`config.mk`:
```
export PLATFORM = sky130hd
export DESIGN_NAME = pipe_ctrl
export DESIGN_NICKNAME = d
export VERILOG_FILES = /design/src/rtl/pipe_ctrl_pkg.sv /design/src/rtl/instr_dec.sv /design/src/rtl/pipe_ctrl.sv
export SDC_FILE = /design/constraint.sdc
export NUM_CORES = 1
export LEC_CHECK = 0
export ABC_AREA = 1
export CORE_MARGIN = 8
export CORE_UTILIZATION = 35
export DETAILED_ROUTE_END_ITERATION = 10
export GPL_TIMING_DRIVEN = 1
export PLACE_DENSITY = 0.67
export RECOVER_POWER = 100
export SYNTH_ARGS = -nofsm -noshare
export SYNTH_HDL_FRONTEND = slang
export SYNTH_SLANG_ARGS = --single-unit
```
`constraint.sdc`:
```
create_clock -name clk -period 2.15 [get_ports clk]
set_clock_uncertainty 0.1 [all_clocks]
set_input_delay 0.3225 -clock clk [delete_from_list [all_inputs] [get_ports clk]]
set_output_delay 0.3225 -clock clk [all_outputs]
set_load 0.01 [all_outputs]
```
`src/rtl/pipe_ctrl_pkg.sv`:
```
// Shared encodings, timing constants and the control bundle carried down the
// D/E/M/W pipeline of the five-stage MIPS core.
package pipe_ctrl_pkg;

  localparam logic [5:0] OP_RTYPE = 6'h00;
  localparam logic [5:0] OP_ORI   = 6'h0d;
  localparam logic [5:0] OP_LW    = 6'h23;
  localparam logic [5:0] OP_SW    = 6'h2b;
  localparam logic [5:0] OP_BEQ   = 6'h04;
  localparam logic [5:0] OP_LUI   = 6'h0f;
  localparam logic [5:0] OP_J     = 6'h02;
  localparam logic [5:0] OP_JAL   = 6'h03;

  localparam logic [5:0] FN_ADDU  = 6'h21;
  localparam logic [5:0] FN_SUBU  = 6'h23;
  localparam logic [5:0] FN_JR    = 6'h08;
  localparam logic [5:0] FN_MULT  = 6'h18;
  localparam logic [5:0] FN_MULTU = 6'h19;
  localparam logic [5:0] FN_DIV   = 6'h1a;
  localparam logic [5:0] FN_DIVU  = 6'h1b;
  localparam logic [5:0] FN_MFHI  = 6'h10;
  localparam logic [5:0] FN_MTHI  = 6'h11;
  localparam logic [5:0] FN_MFLO  = 6'h12;
  localparam logic [5:0] FN_MTLO  = 6'h13;

  typedef enum logic [1:0] {NPC_PC4, NPC_BEQ, NPC_J, NPC_JR} npc_op_t;
  typedef enum logic [2:0] {ALU_ADD, ALU_SUB, ALU_OR, ALU_LUI} alu_op_t;
  typedef enum logic [2:0] {
    MD_NONE, MD_MULT, MD_MULTU, MD_DIV, MD_DIVU, MD_MTHI, MD_MTLO
  } md_op_t;
  typedef enum logic [1:0] {WD_ALU, WD_DM, WD_PC8, WD_HILO} wd_sel_t;
  typedef enum logic [1:0] {FWD_GRF, FWD_E, FWD_M, FWD_W} fwd_t;

  typedef logic [1:0] time_t;
  localparam time_t TUSE_0    = 2'd0;
  localparam time_t TUSE_1    = 2'd1;
  localparam time_t TUSE_2    = 2'd2;
  localparam time_t TUSE_NONE = 2'd3;
  localparam time_t TNEW_0    = 2'd0;
  localparam time_t TNEW_1    = 2'd1;
  localparam time_t TNEW_2    = 2'd2;

  typedef struct packed {
    npc_op_t npc_op;
    logic    ext_op;
    alu_op_t alu_ctrl;
    logic    alub_sel;
    md_op_t  md_op;
    logic    md_use;     // touches HI/LO or the MDU: mult/div/mf/mt
    logic    mem_write;
    logic    mem_read;
    logic    reg_write;
    wd_sel_t wd_sel;
  } ctrl_t;

  typedef struct packed {
    ctrl_t      ctrl;
    logic [4:0] rs;
    logic [4:0] rt;
    logic [4:0] a3;
    time_t      tnew;
  } stage_t;

  localparam ctrl_t  CTRL_NOP  = '0;
  localparam stage_t STAGE_NOP = '0;

  function automatic time_t sat_dec(input time_t t);
    return (t == TNEW_0) ? TNEW_0 : time_t'(t - 2'd1);
  endfunction

  function automatic logic writes_src(input stage_t s, input logic [4:0] src);
    return (src != 5'd0) && (s.a3 == src) && s.ctrl.reg_write;
  endfunction

  function automatic logic fwd_ready(input stage_t s, input logic [4:0] src);
    return writes_src(s, src) && (s.tnew == TNEW_0);
  endfunction

endpackage

```
`src/rtl/instr_dec.sv`:
```
// Combinational D-stage decoder: instruction to control bundle, destination
// register, result-ready time (Tnew) and operand-need times (Tuse).
module instr_dec
  import pipe_ctrl_pkg::*;
(
  input  logic [31:0] instr_i,
  output ctrl_t       ctrl_o,
  output logic [4:0]  a3_o,
  output time_t       tnew_o,
  output time_t       tuse_rs_o,
  output time_t       tuse_rt_o
);

  logic [5:0] op;
  logic [5:0] fn;
  logic [4:0] rt;
  logic [4:0] rd;
  logic       unused_shamt;

  assign op           = instr_i[31:26];
  assign fn           = instr_i[5:0];
  assign rt           = instr_i[20:16];
  assign rd           = instr_i[15:11];
  assign unused_shamt = ^instr_i[10:6];

  always_comb begin
    ctrl_o    = CTRL_NOP;
    a3_o      = '0;
    tnew_o    = TNEW_0;
    tuse_rs_o = TUSE_NONE;
    tuse_rt_o = TUSE_NONE;
    case (op)
      OP_RTYPE: begin
        case (fn)
          FN_ADDU, FN_SUBU: begin
            ctrl_o.alu_ctrl  = (fn == FN_SUBU) ? ALU_SUB : ALU_ADD;
            ctrl_o.reg_write = 1'b1;
            ctrl_o.wd_sel    = WD_ALU;
            a3_o             = rd;
            tnew_o           = TNEW_1;
            tuse_rs_o        = TUSE_1;
            tuse_rt_o        = TUSE_1;
          end
          FN_JR: begin
            ctrl_o.npc_op = NPC_JR;
            a3_o          = rd;
            tuse_rs_o     = TUSE_0;
          end
          FN_MULT, FN_MULTU, FN_DIV, FN_DIVU, FN_MTHI, FN_MTLO: begin
            ctrl_o.md_use = 1'b1;
            a3_o          = rd;
            tuse_rs_o     = TUSE_1;
            if (fn != FN_MTHI && fn != FN_MTLO) tuse_rt_o = TUSE_1;
            case (fn)
              FN_MULT:  ctrl_o.md_op = MD_MULT;
              FN_MULTU: ctrl_o.md_op = MD_MULTU;
              FN_DIV:   ctrl_o.md_op = MD_DIV;
              FN_DIVU:  ctrl_o.md_op = MD_DIVU;
              FN_MTHI:  ctrl_o.md_op = MD_MTHI;
              default:  ctrl_o.md_op = MD_MTLO;
            endcase
          end
          FN_MFHI, FN_MFLO: begin
            ctrl_o.md_use    = 1'b1;
            ctrl_o.reg_write = 1'b1;
            ctrl_o.wd_sel    = WD_HILO;
            a3_o             = rd;
            tnew_o           = TNEW_1;
          end
          default: ;
        endcase
      end
      OP_ORI: begin
        ctrl_o.alu_ctrl  = ALU_OR;
        ctrl_o.alub_sel  = 1'b1;
        ctrl_o.reg_write = 1'b1;
        a3_o             = rt;
        tnew_o           = TNEW_1;
        tuse_rs_o        = TUSE_1;
      end
      OP_LUI: begin
        ctrl_o.alu_ctrl  = ALU_LUI;
        ctrl_o.alub_sel  = 1'b1;
        ctrl_o.reg_write = 1'b1;
        a3_o             = rt;
        tnew_o           = TNEW_1;
      end
      OP_LW: begin
        ctrl_o.alu_ctrl  = ALU_ADD;
        ctrl_o.alub_sel  = 1'b1;
        ctrl_o.ext_op    = 1'b1;
        ctrl_o.mem_read  = 1'b1;
        ctrl_o.reg_write = 1'b1;
        ctrl_o.wd_sel    = WD_DM;
        a3_o             = rt;
        tnew_o           = TNEW_2;
        tuse_rs_o        = TUSE_1;
      end
      OP_SW: begin
        ctrl_o.alu_ctrl  = ALU_ADD;
        ctrl_o.alub_sel  = 1'b1;
        ctrl_o.ext_op    = 1'b1;
        ctrl_o.mem_write = 1'b1;
        a3_o             = rt;
        tuse_rs_o        = TUSE_1;
        tuse_rt_o        = TUSE_2;
      end
      OP_BEQ: begin
        ctrl_o.npc_op = NPC_BEQ;
        ctrl_o.ext_op = 1'b1;
        a3_o          = rt;
        tuse_rs_o     = TUSE_0;
        tuse_rt_o     = TUSE_0;
      end
      OP_J: ctrl_o.npc_op = NPC_J;
      OP_JAL: begin
        ctrl_o.npc_op    = NPC_J;
        ctrl_o.reg_write = 1'b1;
        ctrl_o.wd_sel    = WD_PC8;
        a3_o             = 5'd31;
        tnew_o           = TNEW_0;
      end
      default: ;
    endcase
  end

endmodule

```
`src/rtl/pipe_ctrl.sv`:
```
// Pipeline control and hazard unit: D-stage decode, E/M/W control registers,
// Tuse/Tnew stall and forwarding selects, and the MDU busy window.
module pipe_ctrl
  import pipe_ctrl_pkg::*;
#(
  parameter int unsigned MULT_CYCLES = 5,
  parameter int unsigned DIV_CYCLES  = 10
) (
  input  logic        clk,
  input  logic        reset,
  input  logic [31:0] instr_d,
  output logic        stall,
  output logic [1:0]  npc_op_d,
  output logic        ext_op_d,
  output logic [1:0]  fwd_rs_d,
  output logic [1:0]  fwd_rt_d,
  output logic [2:0]  alu_ctrl_e,
  output logic        alub_sel_e,
  output logic [2:0]  md_op_e,
  output logic [1:0]  fwd_rs_e,
  output logic [1:0]  fwd_rt_e,
  output logic        mem_write_m,
  output logic        mem_read_m,
  output logic        fwd_rt_m,
  output logic        reg_write_w,
  output logic [4:0]  grf_a3_w,
  output logic [1:0]  grf_wd_sel_w,
  output logic        md_busy
);

  localparam int unsigned MD_MAX = (MULT_CYCLES > DIV_CYCLES) ? MULT_CYCLES : DIV_CYCLES;
  localparam int unsigned CW     = $clog2(MD_MAX + 1);

  ctrl_t      dec_ctrl;
  logic [4:0] dec_a3;
  time_t      dec_tnew;
  time_t      tuse_rs;
  time_t      tuse_rt;
  logic [4:0] rs_d;
  logic [4:0] rt_d;

  stage_t de_q, de_d;
  stage_t em_q, em_d;
  stage_t mw_q, mw_d;
  logic [CW-1:0] md_cnt_q, md_cnt_d;

  logic stall_data;
  logic stall_md;
  logic unused_mw_bits;

  assign rs_d = instr_d[25:21];
  assign rt_d = instr_d[20:16];

  instr_dec u_dec (
    .instr_i   (instr_d),
    .ctrl_o    (dec_ctrl),
    .a3_o      (dec_a3),
    .tnew_o    (dec_tnew),
    .tuse_rs_o (tuse_rs),
    .tuse_rt_o (tuse_rt)
  );

  // Only E and M can still be producing; W results are always forwardable.
  assign stall_data =
      (writes_src(de_q, rs_d) && (tuse_rs < de_q.tnew)) ||
      (writes_src(em_q, rs_d) && (tuse_rs < em_q.tnew)) ||
      (writes_src(de_q, rt_d) && (tuse_rt < de_q.tnew)) ||
      (writes_src(em_q, rt_d) && (tuse_rt < em_q.tnew));
  assign stall_md = dec_ctrl.md_use && (md_busy || (de_q.ctrl.md_op != MD_NONE));
  assign stall    = stall_data || stall_md;

  always_comb begin
    fwd_rs_d = FWD_GRF;
    if      (fwd_ready(de_q, rs_d)) fwd_rs_d = FWD_E;
    else if (fwd_ready(em_q, rs_d)) fwd_rs_d = FWD_M;
    else if (fwd_ready(mw_q, rs_d)) fwd_rs_d = FWD_W;

    fwd_rt_d = FWD_GRF;
    if      (fwd_ready(de_q, rt_d)) fwd_rt_d = FWD_E;
    else if (fwd_ready(em_q, rt_d)) fwd_rt_d = FWD_M;
    else if (fwd_ready(mw_q, rt_d)) fwd_rt_d = FWD_W;

    fwd_rs_e = FWD_GRF;
    if      (fwd_ready(em_q, de_q.rs)) fwd_rs_e = FWD_M;
    else if (fwd_ready(mw_q, de_q.rs)) fwd_rs_e = FWD_W;

    fwd_rt_e = FWD_GRF;
    if      (fwd_ready(em_q, de_q.rt)) fwd_rt_e = FWD_M;
    else if (fwd_ready(mw_q, de_q.rt)) fwd_rt_e = FWD_W;

    fwd_rt_m = fwd_ready(mw_q, em_q.rt);
  end

  always_comb begin
    de_d = STAGE_NOP;
    if (!stall) begin
      de_d.ctrl = dec_ctrl;
      de_d.rs   = rs_d;
      de_d.rt   = rt_d;
      de_d.a3   = dec_a3;
      de_d.tnew = dec_tnew;
    end
    em_d      = de_q;
    em_d.tnew = sat_dec(de_q.tnew);
    mw_d      = em_q;
    mw_d.tnew = sat_dec(em_q.tnew);

    md_cnt_d = md_cnt_q;
    case (de_q.ctrl.md_op)
      MD_MULT, MD_MULTU: md_cnt_d = CW'(MULT_CYCLES);
      MD_DIV, MD_DIVU:   md_cnt_d = CW'(DIV_CYCLES);
      default: if (md_cnt_q != '0) md_cnt_d = md_cnt_q - CW'(1);
    endcase
  end

  always_ff @(posedge clk or posedge reset) begin
    if (reset) begin
      de_q     <= STAGE_NOP;
      em_q     <= STAGE_NOP;
      mw_q     <= STAGE_NOP;
      md_cnt_q <= '0;
    end else begin
      de_q     <= de_d;
      em_q     <= em_d;
      mw_q     <= mw_d;
      md_cnt_q <= md_cnt_d;
    end
  end

  assign npc_op_d     = dec_ctrl.npc_op;
  assign ext_op_d     = dec_ctrl.ext_op;
  assign alu_ctrl_e   = de_q.ctrl.alu_ctrl;
  assign alub_sel_e   = de_q.ctrl.alub_sel;
  assign md_op_e      = de_q.ctrl.md_op;
  assign mem_write_m  = em_q.ctrl.mem_write;
  assign mem_read_m   = em_q.ctrl.mem_read;
  assign reg_write_w  = mw_q.ctrl.reg_write;
  assign grf_a3_w     = mw_q.a3;
  assign grf_wd_sel_w = mw_q.ctrl.wd_sel;
  assign md_busy      = (md_cnt_q != '0);

  // W keeps the whole bundle for uniformity; only a few fields leave the block.
  assign unused_mw_bits = ^mw_q;

endmodule

```
==> flow_summary.toml <==
[clock_network]
cts.clk_slew.worst_paths_ns = 0.06
hold_buffers = 0
htreeDepth = 3
cts_tree = "built"
clockBufferDepth = 2
clock_latency_ns = 0.33
cts_made_buffers = 9
cts_sinks = 59
cts_root_buf = "clkbuf_8"

[synth]
ys_seq_elements = 59
syn_nets = 534
synth_top_area_frac = 0.4076
synth.area.top_cells = "dfrtp_1 (41%), nand2_1 (14%), inv_1 (7.4%)"
ys_seq_area_frac = 0.4076
ys_types = 35
synth.avg_cell_area_um2 = 7.332
syn-cell-area_um2 = 3622
netlist_instances = 494
synth_top_area_cell = "dfrtp_1"
yosysWarnings = 0

[drt]
vias = 4055
vias_per_cell = 4.909
wire_per_inst_um = 15.03
drtPass1Iterations = 4
wirelength_um = 12410
final_antenna_net_count = 0
drt_iter0_drc = 232
drc = 0

[timing]
hold_viol = 0
tns_ns = -0.5238
finalSetupViolCount = 7
holdWs_ns = 0.2449
relSlewSlack = 0.05593
slew_violations = 0
fin_crit_sh = 1.134
rsz0062_at_grt = "yes"
clock.fmax_mhz = 410.1
worst_slew_pin_slew_ns = 1.416
setup_ws_ns = -0.2886
layout_min_cycle_time_ns = 2.439

[global_routing]
gr-total-overflow = 0
grt_pass1_wl_um = 19740
grt_pass1_vias = 4132
grt.met2_usage = 0.2980
antenna_found_initial = 0
grtUsageMet1 = 0.2052
grtUsageMet3 = 0.02782
grt.busiest_layer = "met2"
grt_max_degree = 60
grt.total_usage = 0.1721

[place]
dpl.hpwl_um = 8674
place.gp.congestion = 0.9506
io_buffers = 58
placed_cell_area_um2 = 4952
pre_cts_ws_ns = -1.145

[cells_and_area]
layout.nets = 726
syn2layout_area_growth_pct = 60.86
final_cell_area_um2 = 5827
fin_util = 0.5721
drive_above_1_share = 0.3899
num_antenna_cells = 0
final_cell_mix = "buf_4 (120), nand2_1 (119), dfrtp_1 (58)"
final_common_cell = "buf_4"

[power_and_ir_drop]
switching_share = 0.2732
p_comb_frac = 0.249
p_seq_frac = 0.393
irDropWorstVdd_mv = 0.3243
p_sw_uw = 863.0
p_int_uw = 2296
clock_power_share = 0.357
power_density_nw_per_um2 = 542.1
p_leak_uw = 0.003016

[worst_setup_path]
max_stage_delay_ns = 0.29
crit_arrival_ns = 2.02
worst-setup-path-type = "in2out"
cp.required_ns = 1.73
crit_fanout = 3
crit_path_start_kind = "input port"
critical_path.top_delay_family = "simple AND/OR/NAND/NOR gates"
critPathCaptureType = "primary output"
path_buf_inv = 4
worstPathCellList = "buf_8, buf_4, nand2_2, nor3_4, nand2_2, inv_1, nand2_1, o21ai_2, ha_1, nand2_1, nand3_1, nand3_2, or2_4, buf_6"
crit_path_top_delay_cell = "ha_1"

[floorplan]
start_util = 0.3557
io_pins = 65
fp.dieH_um = 117.7
rows = 37
die-area_um2 = 13860
coreArea_um2 = 10180
die_width_um = 117.7

[status]
outcome = "finished with violations"
violations = "negative setup slack"

[flow_run]
max_cap_violations = 0

[worst_hold_path]
hold_class = "reg2reg"
synthesized netlist by cell type:
cell and instances:
nand2_1 133, inv_1 71, dfrtp_1 59, nor2_1 53, nand3_1 34, nor3_1 24
buf_4 15, o21ai_0 14, nor3_2 10, xnor2_1 9, xor2_1 9, a21oi_1 7
nand4_1 7, o22ai_1 7, ha_1 6, nor4_1 5, a31oi_1 3, buf_6 3
nor2_2 3, a221oi_1 2, buf_2 2, clkbuf_1 2, inv_2 2, o2111ai_1 2
o31ai_1 2, a21boi_0 1, a22oi_1 1, and2_1 1, and3_1 1, conb_1 1
nand3b_1 1, nor3b_2 1, o211a_1 1, o21a_1 1, or2_1 1
layout make-up:
cell class	count	area [um2]
clock inverters	4	73.82
inverters	73	274.0
flip-flops and latches	59	1478
multi-input cells	340	2048
repair buffers	203	1632
well taps	136	170.2
fillers	895	4358
clock buffers	11	151.4
routing by layer:
| layer | vias to the layer above | wire length (um) |
|---|---|---|
| met4 | 0 | 425 |
| met5 | - | 0 |
| met3 | 39 | 608 |
| li1 | 1949 | - |
| met1 | 1926 | 5055 |
| met2 | 141 | 6323 |
sequential cells by signal, summed over array words and instances (netlist names):
name          flops
alub_sel_e        1
mem_read_m        1
md_op_e           3
grf_a3_w          5
mw_q              2
grf_wd_sel_w      2
em_q             15
alu_ctrl_e        2
de_q             22
md_cnt_q          4
mem_write_m       1
reg_write_w       1
cell families after synthesis:
family,count (synthesis),synth area share
buf+inv,95,0.1209
flops,59,0.4076
fa+ha+maj,6,0.02072
compound gates,41,0.06909
simple gates,274,0.3371
xor+xnor,18,0.04353
other cells,1,0.001035
power groups by stage:
stage                     Clock (uW)  Combinational, uW  Sequential (uW)
after floorplan                    0                329             1250
after global placement             0                642             1250
after detailed placement           0                661             1260
after CTS                       1150                724             1240
after global routing            1200                859             1250
final                           1130                788             1240
final timing paths:
check	startpoint	endpoint	slack (ns)	depth (start not counted)
hold reg to reg	de_q[17]$_DFF_PP0_	em_q[17]$_DFF_PP0_	0.24	0
setup reg to reg	md_cnt_q[0]$_DFFE_PP0P_	de_q[8]$_DFF_PP0_	0.21	8
hold / removal	de_q[17]$_DFF_PP0_	em_q[17]$_DFF_PP0_	0.24	0
setup / recovery	instr_d[27]	stall	-0.29	14
max in group asynchronous	reset	grf_a3_w[1]$_DFF_PP0_	0.33	3
min in group asynchronous	reset	grf_wd_sel_w[0]$_DFF_PP0_	0.67	3
through the flow:
stage | power, uW | instances
final | 3159 | 826
after global routing | 3307 | 826
after CTS | 3112 | 816
after detailed placement | 1916 | 760
after global placement | 1892 | 760
after floorplan | 1576 | 494
repair_timing:
item / 4_1_cts / 5_1_grt
resized for setup: 150 / 67
pin swaps: 40 / 34
buffers inserted: 42 / 13
setup endpoints to repair: 42 / 40
Power figures use the tool's default switching activity.
